`src/rtl/riscv_m_unit_param_if.sv`:
```
// PCPI bus between the core and the M-extension co-processor.
interface riscv_m_unit_param_if #(
    parameter int unsigned XLEN = 32
);
    logic            valid;
    logic [31:0]     instruction;
    logic [XLEN-1:0] rs1;
    logic [XLEN-1:0] rs2;
    logic            wr;
    logic [XLEN-1:0] rd;
    logic            busy;
    logic            ready;

    // Core side issues instructions and collects results.
    modport master (
        output valid, instruction, rs1, rs2,
        input  wr, rd, busy, ready
    );

    // Co-processor side.
    modport slave (
        input  valid, instruction, rs1, rs2,
        output wr, rd, busy, ready
    );
endinterface

```
`src/rtl/riscv_m_unit_param.sv`:
```
// RV32M/RV64M PCPI co-processor: pipelined multiplier, iterative restoring
// divider, divide-by-zero / signed-overflow fast paths and a DIV/REM pair cache.
module riscv_m_unit_param #(
    parameter int unsigned XLEN             = 32,
    parameter int unsigned MUL_STAGES       = 2,
    parameter int unsigned DIV_RADIX_LOG2   = 1,
    parameter int unsigned ENABLE_DIV_CACHE = 1
) (
    input  logic                  clk,
    input  logic                  resetn,
    riscv_m_unit_param_if.slave   bus
);

    localparam int unsigned DIV_ITERS = XLEN / DIV_RADIX_LOG2;
    localparam int unsigned CNT_W     = $clog2(XLEN + 1);
    localparam logic [6:0]  OPC_OP    = 7'b0110011;
    localparam logic [6:0]  F7_M      = 7'b0000001;

    typedef enum logic [2:0] {
        S_IDLE, S_MUL, S_DIV_PREP, S_DIV_ITER, S_DIV_FIX, S_DONE, S_GUARD
    } state_t;

    state_t            state;
    logic [2:0]        op;
    logic [XLEN-1:0]   a_q, b_q;
    logic [CNT_W-1:0]  cnt;
    logic [XLEN-1:0]   quo, rem, dvs;
    logic              neg_q, neg_r;
    logic              busy_q, ready_q, wr_q;
    logic [XLEN-1:0]   rd_q;

    logic              c_vld, c_sgn;
    logic [XLEN-1:0]   c_a, c_b, c_q, c_r;

    logic [2*XLEN-1:0] pipe [MUL_STAGES];

    logic              dec_c;
    logic              div_sgn_c, a_neg_c, b_neg_c, ovf_c, hit_c;
    logic [XLEN-1:0]   abs_a_c, abs_b_c;
    logic [XLEN-1:0]   quo_nxt, rem_nxt, q_fix_c, r_fix_c;
    logic [XLEN:0]     step_t;
    logic              mul_a_sgn, mul_b_sgn;
    logic [2*XLEN-1:0] ma, mb, prod_c;
    logic [XLEN-1:0]   mul_res_c;

    assign bus.busy  = busy_q;
    assign bus.ready = ready_q;
    assign bus.wr    = wr_q;
    assign bus.rd    = rd_q;

    // Instruction decode: R-type OP with the M-extension funct7.
    always_comb begin
        dec_c = (bus.instruction[6:0] == OPC_OP) && (bus.instruction[31:25] == F7_M);
    end

    // Divider operand conditioning, fast-path and cache-hit detection.
    always_comb begin
        div_sgn_c = ~op[0];
        a_neg_c   = div_sgn_c & a_q[XLEN-1];
        b_neg_c   = div_sgn_c & b_q[XLEN-1];
        abs_a_c   = a_neg_c ? -a_q : a_q;
        abs_b_c   = b_neg_c ? -b_q : b_q;
        ovf_c     = div_sgn_c && (a_q == {1'b1, {(XLEN-1){1'b0}}}) && (b_q == '1);
        hit_c     = (ENABLE_DIV_CACHE != 0) && c_vld && (c_a == a_q) && (c_b == b_q)
                    && (c_sgn == div_sgn_c);
        q_fix_c   = neg_q ? -quo : quo;
        r_fix_c   = neg_r ? -rem : rem;
    end

    // Restoring division: DIV_RADIX_LOG2 quotient bits per clock.
    always_comb begin
        rem_nxt = rem;
        quo_nxt = quo;
        step_t  = '0;
        for (int unsigned k = 0; k < DIV_RADIX_LOG2; k++) begin
            step_t  = {rem_nxt, quo_nxt[XLEN-1]};
            quo_nxt = {quo_nxt[XLEN-2:0], 1'b0};
            if (step_t >= {1'b0, dvs}) begin
                step_t     = step_t - {1'b0, dvs};
                quo_nxt[0] = 1'b1;
            end
            rem_nxt = step_t[XLEN-1:0];
        end
    end

    // Multiplier operand extension and result half selection.
    always_comb begin
        mul_a_sgn = op[0] ^ op[1];
        mul_b_sgn = (op[1:0] == 2'b01);
        ma        = {{XLEN{mul_a_sgn & a_q[XLEN-1]}}, a_q};
        mb        = {{XLEN{mul_b_sgn & b_q[XLEN-1]}}, b_q};
        prod_c    = ma * mb;
        mul_res_c = (op[1:0] == 2'b00) ? pipe[MUL_STAGES-1][XLEN-1:0]
                                       : pipe[MUL_STAGES-1][2*XLEN-1:XLEN];
    end

    // Multiplier pipeline; operands are held stable while in MUL.
    always_ff @(posedge clk) begin
        pipe[0] <= prod_c;
        for (int unsigned i = 1; i < MUL_STAGES; i++) begin
            pipe[i] <= pipe[i-1];
        end
    end

    // Control FSM with registered bus outputs and the result cache.
    always_ff @(posedge clk) begin
        if (!resetn) begin
            state   <= S_IDLE;
            op      <= '0;
            a_q     <= '0;
            b_q     <= '0;
            cnt     <= '0;
            quo     <= '0;
            rem     <= '0;
            dvs     <= '0;
            neg_q   <= 1'b0;
            neg_r   <= 1'b0;
            busy_q  <= 1'b0;
            ready_q <= 1'b0;
            wr_q    <= 1'b0;
            rd_q    <= '0;
            c_vld   <= 1'b0;
            c_sgn   <= 1'b0;
            c_a     <= '0;
            c_b     <= '0;
            c_q     <= '0;
            c_r     <= '0;
        end else begin
            case (state)
                S_IDLE: begin
                    if (bus.valid && dec_c) begin
                        op     <= bus.instruction[14:12];
                        a_q    <= bus.rs1;
                        b_q    <= bus.rs2;
                        cnt    <= '0;
                        busy_q <= 1'b1;
                        state  <= bus.instruction[14] ? S_DIV_PREP : S_MUL;
                    end
                end
                S_MUL: begin
                    if (cnt == CNT_W'(MUL_STAGES)) begin
                        rd_q    <= mul_res_c;
                        ready_q <= 1'b1;
                        wr_q    <= 1'b1;
                        state   <= S_DONE;
                    end else begin
                        cnt <= cnt + CNT_W'(1);
                    end
                end
                S_DIV_PREP: begin
                    cnt   <= '0;
                    neg_q <= 1'b0;
                    neg_r <= 1'b0;
                    if (hit_c) begin
                        quo   <= c_q;
                        rem   <= c_r;
                        state <= S_DIV_FIX;
                    end else if (b_q == '0) begin
                        quo   <= '1;
                        rem   <= a_q;
                        state <= S_DIV_FIX;
                    end else if (ovf_c) begin
                        quo   <= a_q;
                        rem   <= '0;
                        state <= S_DIV_FIX;
                    end else begin
                        quo   <= abs_a_c;
                        rem   <= '0;
                        dvs   <= abs_b_c;
                        neg_q <= a_neg_c ^ b_neg_c;
                        neg_r <= a_neg_c;
                        state <= S_DIV_ITER;
                    end
                end
                S_DIV_ITER: begin
                    quo <= quo_nxt;
                    rem <= rem_nxt;
                    cnt <= cnt + CNT_W'(1);
                    if (cnt == CNT_W'(DIV_ITERS - 1)) begin
                        state <= S_DIV_FIX;
                    end
                end
                S_DIV_FIX: begin
                    rd_q    <= op[1] ? r_fix_c : q_fix_c;
                    ready_q <= 1'b1;
                    wr_q    <= 1'b1;
                    state   <= S_DONE;
                    if (ENABLE_DIV_CACHE != 0) begin
                        c_vld <= 1'b1;
                        c_sgn <= div_sgn_c;
                        c_a   <= a_q;
                        c_b   <= b_q;
                        c_q   <= q_fix_c;
                        c_r   <= r_fix_c;
                    end
                end
                S_DONE: begin
                    ready_q <= 1'b0;
                    wr_q    <= 1'b0;
                    rd_q    <= '0;
                    busy_q  <= 1'b0;
                    state   <= S_GUARD;
                end
                S_GUARD: begin
                    state <= S_IDLE;
                end
                default: begin
                    state <= S_IDLE;
                end
            endcase
        end
    end

endmodule

```
`src/flat_wrapper.sv`:
```
// flat-port wrapper written by rule: the top's interface ports become plain ports
module riscv_m_unit_param_flat 
#(
    parameter int unsigned XLEN             = 32,
    parameter int unsigned MUL_STAGES       = 2,
    parameter int unsigned DIV_RADIX_LOG2   = 1,
    parameter int unsigned ENABLE_DIV_CACHE = 1
)
  (clk, resetn, bus_valid, bus_instruction, bus_rs1, bus_rs2, bus_wr, bus_rd, bus_busy, bus_ready);
  riscv_m_unit_param_if #(.XLEN(XLEN)) bus_i ();
  input  logic clk;
  input  logic resetn;
  input wire logic [$bits(bus_i.valid)-1:0] bus_valid;
  input wire logic [$bits(bus_i.instruction)-1:0] bus_instruction;
  input wire logic [$bits(bus_i.rs1)-1:0] bus_rs1;
  input wire logic [$bits(bus_i.rs2)-1:0] bus_rs2;
  output wire logic [$bits(bus_i.wr)-1:0] bus_wr;
  output wire logic [$bits(bus_i.rd)-1:0] bus_rd;
  output wire logic [$bits(bus_i.busy)-1:0] bus_busy;
  output wire logic [$bits(bus_i.ready)-1:0] bus_ready;
  assign bus_i.valid = bus_valid;
  assign bus_i.instruction = bus_instruction;
  assign bus_i.rs1 = bus_rs1;
  assign bus_i.rs2 = bus_rs2;
  assign bus_wr = bus_i.wr;
  assign bus_rd = bus_i.rd;
  assign bus_busy = bus_i.busy;
  assign bus_ready = bus_i.ready;
  riscv_m_unit_param #(.XLEN(XLEN), .MUL_STAGES(MUL_STAGES), .DIV_RADIX_LOG2(DIV_RADIX_LOG2), .ENABLE_DIV_CACHE(ENABLE_DIV_CACHE)) u_core (.clk(clk), .resetn(resetn), .bus(bus_i));
endmodule
```
`config.mk`:
```
export PLATFORM = sky130hd
export DESIGN_NAME = riscv_m_unit_param_flat
export DESIGN_NICKNAME = d
export VERILOG_FILES = /design/src/rtl/riscv_m_unit_param_if.sv /design/src/rtl/riscv_m_unit_param.sv /design/src/flat_wrapper.sv
export SDC_FILE = /design/constraint.sdc
export NUM_CORES = 2
export LEC_CHECK = 0
export ABC_AREA = 1
export CORE_MARGIN = 4
export CORE_UTILIZATION = 25
export CTS_BUF_LIST = sky130_fd_sc_hd__clkbuf_4 sky130_fd_sc_hd__clkbuf_8
export DETAILED_ROUTE_END_ITERATION = 10
export GPL_TIMING_DRIVEN = 0
export PLACE_DENSITY_LB_ADDON = 0.08
export REMOVE_ABC_BUFFERS = 1
export SLEW_MARGIN = 20
export SYNTH_ARGS = -nofsm -noshare
export SYNTH_HDL_FRONTEND = slang
export SYNTH_SLANG_ARGS = --single-unit
```
`constraint.sdc`:
```
create_clock -name clk -period 15.86 [get_ports clk]
set_clock_uncertainty 0.1 [all_clocks]
set_input_delay 1.586 -clock clk [delete_from_list [all_inputs] [get_ports clk]]
set_output_delay 1.586 -clock clk [all_outputs]
set_load 0.1 [all_outputs]
```
==> metrics <==
max-slew violation count 0; Adder-Cell Fraction of Synth Area 39.3%; clk slew on worst S/H paths around 70 ps; first-pass GRT wire length between 400,000 and 500,000 um; dpl cells ~12,000; Die Wd slightly above 500 um; Max Freq between 0.08 and 0.09 GHz; final core occ between 20% and 30%; capturing point of the worst reg2reg path u_core.pipe[0][56]; Worst-Skew Late Latency about 800 ps; row cnt ~190; Synth-to-Final Area Change 11.8%; Via density about 4.6; Global Route Usage Sum between 20% and 30%; PwrDens roughly 34 mW/mm^2; htree depth 3; fillers around 29,000; setup violators final 0; top_reg_cell synth dfxtp_1; Post-DRT Antenna Nets 0; Post-CTS Setup Bufs 0; I/O Pins 134; die area 0.270 mm^2; DR WL/cell around 24 um; # nets final approximately 10,000; worst r2r src u_core.op[1]; Post-Synth Simple-Gate Area a little over a fifth; Post-synth EDFFs 0; TritonCTS clock tree built; Synth Area in XOR/XNOR under 10%; post-synthesis compound-gate area fraction between 7 and 8%; path depth of the worst reg2reg path 26; largest net degree at the start of global routing 120; CTS resizes 0; initial antenna violation count 19; final hold vios 0; crit-path max FO 47; Worst Path Required 16,330 ps; pre-CTS setup slack 4440 ps; via count between 50,000 and 60,000; main combinational cell family by area after synthesis adder cells; RSZ-0062 raised after global routing no; Routability Congestion between 0.9 and 1; crit path launch type flop; worst hold slack 171 ps; Worst Setup SP u_core.op[1]; Starting Density between 20 and 30%; CTS sink count ~470; Crit path largest cell delay around 1000 ps; Root Driver clkbuf_8; Max-cap violations 0; R2R Setup Slk ~4500 ps; status finished clean; Slew headroom 21.0%; synthesized flop and latch total ~470; DRC 0; end point of the critical path u_core.pipe[0][56]; maximum clock path buffer count 3; Initial DRC Count a little under 4,000; Mean Syn Cell Area about 7.3 um^2; worst setup path class reg -> reg; worst hold path type reg -> reg; share of cells above drive strength 1 a little under 5%; hold_buf cts 0; DRT Wirelength 292,000 um; crit path DAT about 12,000 ps; synth warn 0; Die Ht 520 um; CTS Buf Count 83; CP max-delay cell dfxtp_1; grt total ovfl 0; largest vdd supply drop roughly 0.00005 V; Yosys cell types 55; mapped cell area approximately 0.065 mm^2; Setup WS post-layout 4500 ps; TritonRoute pass-1 iters 6; number of port buffers between 100 and 150; post-synthesis mux area share 0%; post-synthesis sequential area ratio 14.2%; cell count after synthesis 8,908; Period minus WS final 11,360 ps; Core Box Area about 0.26 mm^2; Leakage between 30 and 40 nW; FFs w/ async S/R, synth 0%; vias in the first global route between 50,000 and 60,000; crit end category flop; actual slew at the worst max-slew pin about 1200 ps; most frequent CP cell fa_1; Post-Layout Cell Count around 12,000; detailed placer's ending HPWL 236,000 um; period utilisation layout between 70 and 80%
==> how the worst min path moves through the flow <==
stage / startpoint / to / slack, ps / cells after the start
finish: u_core.pipe[0][3] / u_core.pipe[0][67] / 170 / 0
detailed placement: u_core.pipe[0][26] / u_core.pipe[0][90] / 210 / 0
global route: u_core.pipe[0][3] / u_core.pipe[0][67] / 170 / 0
floorplan: u_core.pipe[0][36] / u_core.pipe[0][100] / 210 / 0
global placement: u_core.pipe[0][0] / u_core.pipe[0][64] / 210 / 0
CTS: u_core.pipe[0][3] / u_core.pipe[0][67] / 160 / 0
==> synthesized netlist by cell type (3+ instances only) <==
master,instances,area (um^2)
a211oi_1,6,45.0
a21boi_0,8,60.1
a21o_1,15,113
a21oi_1,396,1980
a21oi_2,4,35.0
a31oi_1,26,163
and2_1,11,68.8
and3_1,3,18.8
buf_1,109,409
buf_2,60,300
buf_4,28,210
buf_6,19,214
clkbuf_1,232,871
clkinv_1,4,15.0
dfxtp_1,465,9310
fa_1,1126,22500
ha_1,253,3170
inv_1,2051,7700
inv_2,47,176
inv_4,4,25.0
nand2_1,2239,8400
nand2_2,9,56.3
nand3_1,356,1780
nand3_2,4,40.0
nand3b_1,12,90.1
nand4_1,143,895
nor2_1,570,2140
nor2_2,15,93.8
nor2_4,3,33.8
nor3_1,48,240
nor3_2,3,30.0
nor3b_1,3,22.5
nor4_1,12,75.1
o211ai_1,64,480
o21a_1,3,22.5
o21ai_0,310,1550
o21ai_1,3,15.0
o21bai_1,15,113
o22ai_1,33,206
o31ai_1,3,22.5
or2_2,18,113
xnor2_1,36,315
xor2_1,122,1070
==> sequential cells by signal (all words and copies together), names as in the netlist, 2 cells and up <==
| register | flops |
|---|---|
| u_core.a_q | 32 |
| u_core.dvs | 32 |
| u_core.c_q | 32 |
| u_core.quo | 32 |
| u_core.c_b | 32 |
| u_core.state | 3 |
| u_core.cnt | 6 |
| u_core.c_r | 32 |
| u_core.c_a | 32 |
| u_core.rem | 32 |
| u_core.pipe | 128 |
| u_core.b_q | 32 |
| u_core.bus.rd | 32 |
| u_core.op | 2 |
==> layer usage <==
metal | up-vias | wire, um | track usage (%)
li1 | 26127 | - | -
met1 | 28660 | 134000 | 29.6
met2 | 1206 | 138000 | 36.3
met3 | 297 | 11600 | 1.98
met4 | 0 | 8400 | 5.32
met5 | - | 0 | 0
==> per-stage QoR <==
stage / instance area [um^2] / TNS, ps / power (W)
after floorplan: 63400 / 0 / 0.00120
after global placement: 69000 / -505240 / 0.00125
after detailed placement: 71300 / 0 / 0.00124
after CTS: 73100 / 0 / 0.00256
after global routing: 73100 / 0 / 0.00260
final: 73200 / 0 / 0.00252
==> cell families after synthesis <==
group,Yosys count
adders and majority gates,1379
and+or+nand+nor,3457
buffers and inverters,2555
AOI/OAI and AO/OA,894
DFF,465
xor gates and xnor gates,158
==> critical path, delay by kind of cell, from the launching register on <==
family | cells | cell delay [ps]
fa+ha+maj | 10 | 5730
buf+inv | 7 | 1850
compound gates | 3 | 1180
flops | 1 | 1040
simple gates | 5 | 860
xor+xnor | 1 | 250
==> placed cells by master (no fill, tap or decap), types with 9 or more instances in the layout <==
cell,Yosys,layout
nand2_1,2239,2236
inv_1,2051,2048
fa_1,1126,1125
nor2_1,570,567
dfxtp_1,465,399
a21oi_1,396,396
nand3_1,356,354
o21ai_0,310,310
ha_1,253,252
nand4_1,143,143
xor2_1,122,122
clkdlybuf4s50_1,0,117
clkbuf_8,0,99
o211ai_1,64,64
dfxtp_4,0,61
buf_12,0,49
inv_2,47,48
nor3_1,48,48
xnor2_1,36,36
buf_16,0,36
o22ai_1,33,33
a31oi_1,26,26
clkinv_2,1,19
or2_2,18,18
clkbuf_4,0,18
a21o_1,15,15
o21bai_1,15,15
nor4_1,12,12
nand3b_1,12,12
nor2_2,15,12
nand2_2,9,11
and2_1,11,11
nor2_4,3,9
==> area by class of cell <==
class / count / area [um^2] / area share, %
inverters: 2107 / 7930 / 10.8
flip-flops and latches: 465 / 9540 / 13.0
clock inverters: 34 / 334 / 0.457
repair buffers: 204 / 3170 / 4.34
well taps: 3496 / 4370 / 5.98
multi-input cells: 5888 / 46300 / 63.3
clock buffers: 117 / 1500 / 2.05
diodes: 8 / 20.0 / 0.0274
==> power breakdown <==
group / switching, W / internal [W] / leakage (nW)
clock network: 0.000621 / 0.000686 / 0.972
logic: 0.0000302 / 0.0000235 / 30.6
registers: 0.000000117 / 0.00116 / 3.80
total: 0.000651 / 0.00187 / 35.3
Power figures use the tool's default switching activity.
